===== config.mk =====
export PLATFORM = sky130hd
export DESIGN_NAME = writeback_regfile
export DESIGN_NICKNAME = d
export VERILOG_FILES = /design/src/rtl/writeback_regfile.sv
export SDC_FILE = /design/constraint.sdc
export NUM_CORES = 2
export LEC_CHECK = 0
export ABC_CLOCK_PERIOD_IN_PS = 3500
export CORE_MARGIN = 4
export CORE_UTILIZATION = 40
export CTS_BUF_LIST = sky130_fd_sc_hd__clkbuf_4 sky130_fd_sc_hd__clkbuf_8 sky130_fd_sc_hd__clkbuf_16
export DETAILED_ROUTE_END_ITERATION = 8
export GPL_ROUTABILITY_DRIVEN = 0
export SLEW_MARGIN = 20
export SYNTH_ARGS = -nofsm -noshare
export SYNTH_HDL_FRONTEND = slang
export SYNTH_SLANG_ARGS = --single-unit

===== constraint.sdc =====
create_clock -name clk -period 3.5 [get_ports clk]
set_input_delay 0.7 -clock clk [delete_from_list [all_inputs] [get_ports clk]]
set_output_delay 0.7 -clock clk [all_outputs]
set_load 0.05 [all_outputs]

===== src/rtl/writeback_regfile.sv =====
// writeback_regfile: writeback select, register file with two combinational read ports, commit counter.
// Define WB_BYPASS_EN to make a same-cycle write visible on the read ports.
module writeback_regfile #(
  parameter int NREGS = 32,
  parameter int WIDTH = 32
) (
  input  logic             clk,
  input  logic             rst,
  input  logic [1:0]       WB,
  input  logic [WIDTH-1:0] RD,
  input  logic [WIDTH-1:0] ALUResult,
  input  logic [4:0]       WriteReg,
  input  logic [4:0]       ReadReg1,
  input  logic [4:0]       ReadReg2,
  output logic [WIDTH-1:0] ReadData1,
  output logic [WIDTH-1:0] ReadData2,
  output logic [WIDTH-1:0] WriteData,
  output logic [31:0]      WBCount
);
  localparam int AW = $clog2(NREGS);
  logic [WIDTH-1:0] regs [NREGS];
  logic [31:0] wb_count;
  logic commit;
  logic [WIDTH-1:0] stored1, stored2;
  assign WriteData = WB[1] ? RD : ALUResult;
  assign commit = WB[0] && (WriteReg != 5'd0);
  assign WBCount = wb_count;
  always_ff @(posedge clk) begin
    if (rst) begin
      for (int i = 0; i < NREGS; i++) regs[i] <= '0;
      wb_count <= '0;
    end else if (commit) begin
      regs[WriteReg[AW-1:0]] <= WriteData;
      wb_count <= wb_count + 32'd1;
    end
  end
  // r0 reads are forced to zero; it is never written
  assign stored1 = (ReadReg1 == 5'd0) ? '0 : regs[ReadReg1[AW-1:0]];
  assign stored2 = (ReadReg2 == 5'd0) ? '0 : regs[ReadReg2[AW-1:0]];
`ifdef WB_BYPASS_EN
  assign ReadData1 = rst ? '0 : (commit && ReadReg1 == WriteReg) ? WriteData : stored1;
  assign ReadData2 = rst ? '0 : (commit && ReadReg2 == WriteReg) ? WriteData : stored2;
`else
  assign ReadData1 = rst ? '0 : stored1;
  assign ReadData2 = rst ? '0 : stored2;
`endif
endmodule


# == Word level (Yosys, flattened, before mapping) ==
# Memory sizes are Yosys's and may differ from the RTL's.
# Cells that the tools add are included.
# totals
n_memories,1
ramBits,1024
register_bits,32
out_inout_bits,128
word_cells,21
# mem_list
name,words,word_bits,rd,rd_ports_with_merged_regs,wr,line_no,source
regs,32,32,2,0,32,21,logic [WIDTH-1:0] regs [NREGS];
# classes
n_addsub,1
mux,13
reduce_logical,5
# op_table
op,count
$mux 32,6
$add 32x1->32 const B,1
$reduce_or 32->1,1
$logic_not 5->1,2
$mux 1,6
$mux 5,1
$reduce_bool 5->1,1
$logic_and 1x1->1,1

# == Logic depth before layout (Yosys ltp) ==
# logic_depth
depth_word,7
mapped_depth,8
ltp_nobuf,6

# == Worst setup path after synthesis ==
# No wires, ideal clock.
# synth_timing
path_kind,input port to output port
from,input port ReadReg1[1]
to,output port ReadData1[30]
setup_slack_ns,0.349
stages,6
t_arrival_ns,2.451
cell_sequence,buf_2 buf_6 buf_2 mux4_2 a22oi_1 nand4_1
# synth_between
elab_chain_len,3
word_cells_on_any_way,4
# synth_rtl
element,line_no,source
from (decl),13,"input logic [4:0] ReadReg1,"
$mem_v2 32x32 / $logic_not 5->1 (equally long branches),--,
$mux 32 *,38,assign stored1 = (ReadReg1 == 5'd0) ? '0 : regs[ReadReg1[AW-1:0]];
$mux 32 *,44,assign ReadData1 = rst ? '0 : stored1;
to (decl),15,"output logic [WIDTH-1:0] ReadData1,"
# Mark *: on every way between the ends. The rest lies on a longest branch, timed or not.

# == Final worst setup path ==
# layout_timing
from,input port ReadReg2[4]
to,output port ReadData2[25]
# layout_between
elab_chain_len,3
word_cells_on_any_way,4
# layout_rtl
element,line_no,source
from (decl),14,"input logic [4:0] ReadReg2,"
$mem_v2 32x32 / $logic_not 5->1 (equally long branches),--,
$mux 32 *,39,assign stored2 = (ReadReg2 == 5'd0) ? '0 : regs[ReadReg2[AW-1:0]];
$mux 32 *,45,assign ReadData2 = rst ? '0 : stored2;
to (decl),16,"output logic [WIDTH-1:0] ReadData2,"
# Marked as above.

==> qor.yml <==
floorplanning:
  core-area_sq_um: 132300
  start_util_pct: 40.48
  die_h_um: 373.9
  die_x_um: 373.9
  io_pins: 211
  fp-row-count: 133
  die_area_sq_um: 139800
synth:
  synthDominantCellAreaShare_pct: 57.42
  ys.flop_type: "edfxtp_1"
  synth_compound_area_share_pct: 6.211
  syn_inst: 4145
  synthAdderAreaFrac_pct: 0.02337
  synthMuxAreaShare_pct: 20.35
  ys_seq_elements: 1056
  avgSynthCellArea_sq_um: 12.92
  synth_xor_area_share_pct: 0.4580
  synth_largest_area_cell: "edfxtp_1"
  ys_top_cells_by_area: "edfxtp_1, mux4_2, mux2i_1"
  synth-simple-area-share_pct: 10.70
  async_reset_ff_share_pct: 0
  ys_warn_count: 0
  netlist_area_sq_um: 53550
  synth_cell_types: 58
  ys_seq_area_share_pct: 58.62
  synth_top_family_by_area: "multiplexers"
  synth_edf_count: 1024
route:
  initialDrtViolationCount: 5804
  ant_nets: 0
  drcViolationCount: 0
  vias: 40170
  viasPerCell: 6.291
  wirelength_um: 201300
  wl_per_cell_um: 31.53
  first_pass_iters: 6
power_and_ir_drop:
  power-per-cell-area_nw_per_um2: 475.2
  power.leakage_nw: 24.46
  power.total_mw: 31.36
  ir_worst_vdd_uv: 389.1
timing:
  setup_ws_ps: -31.35
  setup_viol: 1
  tns_ps: -31.35
  tightest_slew_ps: 839.7
  hold_viol: 0
  max_slew_margin_pct: 44.02
  drv_slew: 0
  min_period_ps: 3531
  grt_setup_unrepaired: "no"
  fin_crit_sh_pct: 100.9
  timing.fmax_mhz: 283.2
  worst_clock_skew_ps: 11.49
cells_and_area:
  drive_above_1_share_pct: 24.79
  syn_to_final_growth_pct: 23.22
  fin_nets: 4628
  seqCellArea_sq_um: 31390
  multiInputGateArea_sq_um: 21020
  fillers: 11370
  antenna_cells: 0
placement:
  port_buffers: 210
  hpwl_um: 126900
clocking:
  insertion_delay_ps: 700
  cts.htree.levels: 3
  clockBufferDepth: 3
  cts_hold_buf: 0
  cts_tree: "done"
  cts_made_buffers: 110
  cts_root_buf: "clkbuf_16"
  clock_sinks: 1056
  clk_pin_slew_ps: 60
run:
  max-cap-violations: 0
global_routing:
  grt_antenna_before_repair: 3
  track_usage_pct: 27.93
  grt_pass1_wl_um: 282600
  overflow: 0
  grt_max_degree: 40
  grt_pass1_vias: 39130
worst_setup_path:
  crit_fanout: 8
  worstPathArrival_ps: 2830
  cp-start-kind: "input port"
  cp.required_ps: 2800
  cp-end-kind: "output pin"
  worstSetupPathType: "in -> out"
outcome:
  violations: "setup timing"
  outcome: "finished, violations left"
worst_hold_path:
  hold_path.class: "reg -> reg"
==> where the power goes <==
group	total [mW]	switching, mW	internal, mW	leakage (nW)
registers	14.9	0.335	14.5	10.0
clock network	11.8	4.98	6.80	1.79
logic	4.72	2.78	1.94	12.7
==> metrics by stage <==
step	util, %	setup slack [ps]	hold slack (ps)	cell area, sq um	std cells
after global routing	49.88	2.780	578.0	65980	6386
after CTS	49.83	33.12	539.0	65920	6381
after detailed placement	46.93	-334.9	528.0	62090	6174
after global placement	46.93	-348.3	516.9	62090	6174
after floorplan	-	349.5	708.4	53670	4176
final	49.88	-31.35	535.6	65980	6386
==> cell type report <==
class,instances,share of cell area (%)
flip-flops and latches,1056,47.57
clock inverters,54,0.7282
inverters,37,0.2105
multi-input cells,2662,31.86
repair buffers,677,11.64
clock buffers,145,4.659
well taps,1755,3.328
==> state kept, by name, summed over array words and instances (netlist names) <==
name and cells:
WBCount 32, regs 1024
==> cells in the final DEF (no fill, tap or decap), drive strengths merged, types with 9 or more instances in the layout <==
cell and count:
buf 566, nor4 14, nor3 12, inv 39
xnor2 21, o21ai 63, o22ai 190, clkbuf 146
a22oi 190, nand2 117, edfxtp 1024, nand4 76
clkinv 42, bufinv 9, mux4 254, conb 32
clkdlybuf4s50 102, mux2i 514, nor2 1031, dfxtp 32
a221oi 32, nand2b 33, nand3 14
==> per-layer routing <==
| metal | track usage [%] | wire length [um] | vias to the layer above |
|---|---|---|---|
| li1 | - | - | 16470 |
| met1 | 38.05 | 77200 | 20480 |
| met2 | 43.83 | 92050 | 2716 |
| met3 | 5.661 | 22690 | 496 |
| met4 | 11.60 | 9363 | 4 |
| met5 | 0 | 34 | - |
==> kinds of logic after synthesis <==
family | count (synthesis)
compound gates | 488
xor+xnor | 28
fa+ha+maj | 1
buf+inv | 458
flops | 1056
mux | 771
other cells | 1
simple gates | 1342
==> critical path, cell delays in order <==
cell             delay [ps]
clkdlybuf4s15_1         400
buf_4                   230
nand2_1                 100
nor3_4                  350
buf_4                   320
a22oi_1                 130
buf_4                   160
nand4_1                 140
buf_4                   150
buf_12                  120
==> final timing paths <==
check | depth (start not counted) | end | slack [ps] | start
worst min register to register | 2 | WBCount[1]$_SDFFE_PP0P_ | 540 | WBCount[1]$_SDFFE_PP0P_
worst max-delay path | 10 | ReadData2[25] | -30 | ReadReg2[4]
worst min-delay path | 2 | WBCount[1]$_SDFFE_PP0P_ | 540 | WBCount[1]$_SDFFE_PP0P_
worst max register to register | 6 | WBCount[26]$_SDFFE_PP0P_ | 1290 | WBCount[0]$_SDFFE_PP0P_
==> what timing repair did <==
item | CTS | global route
gates cloned | 4 | 1
setup endpoints to repair | 64 | 10
pin swaps | 8 | 2
gates resized for setup | 46 | 11
setup buffers | 4 | 4
==> cell usage after synthesis, drive strengths merged, types with 4 or more instances <==
master  count
and4        4
clkbuf    277
a221oi     32
or3         4
buf       144
xnor2      21
a22oi     190
xor2        7
inv        37
edfxtp   1024
nor4       14
nor3       12
mux4      254
nand2b     33
or2         4
mux2i     514
and3        7
nor2b       7
nand4      76
nor4b       6
nand3      14
o22ai     190
nor2     1031
nand2     117
o21ai      63
dfxtp      32
Note: power is estimated with default switching activity, not from simulation.
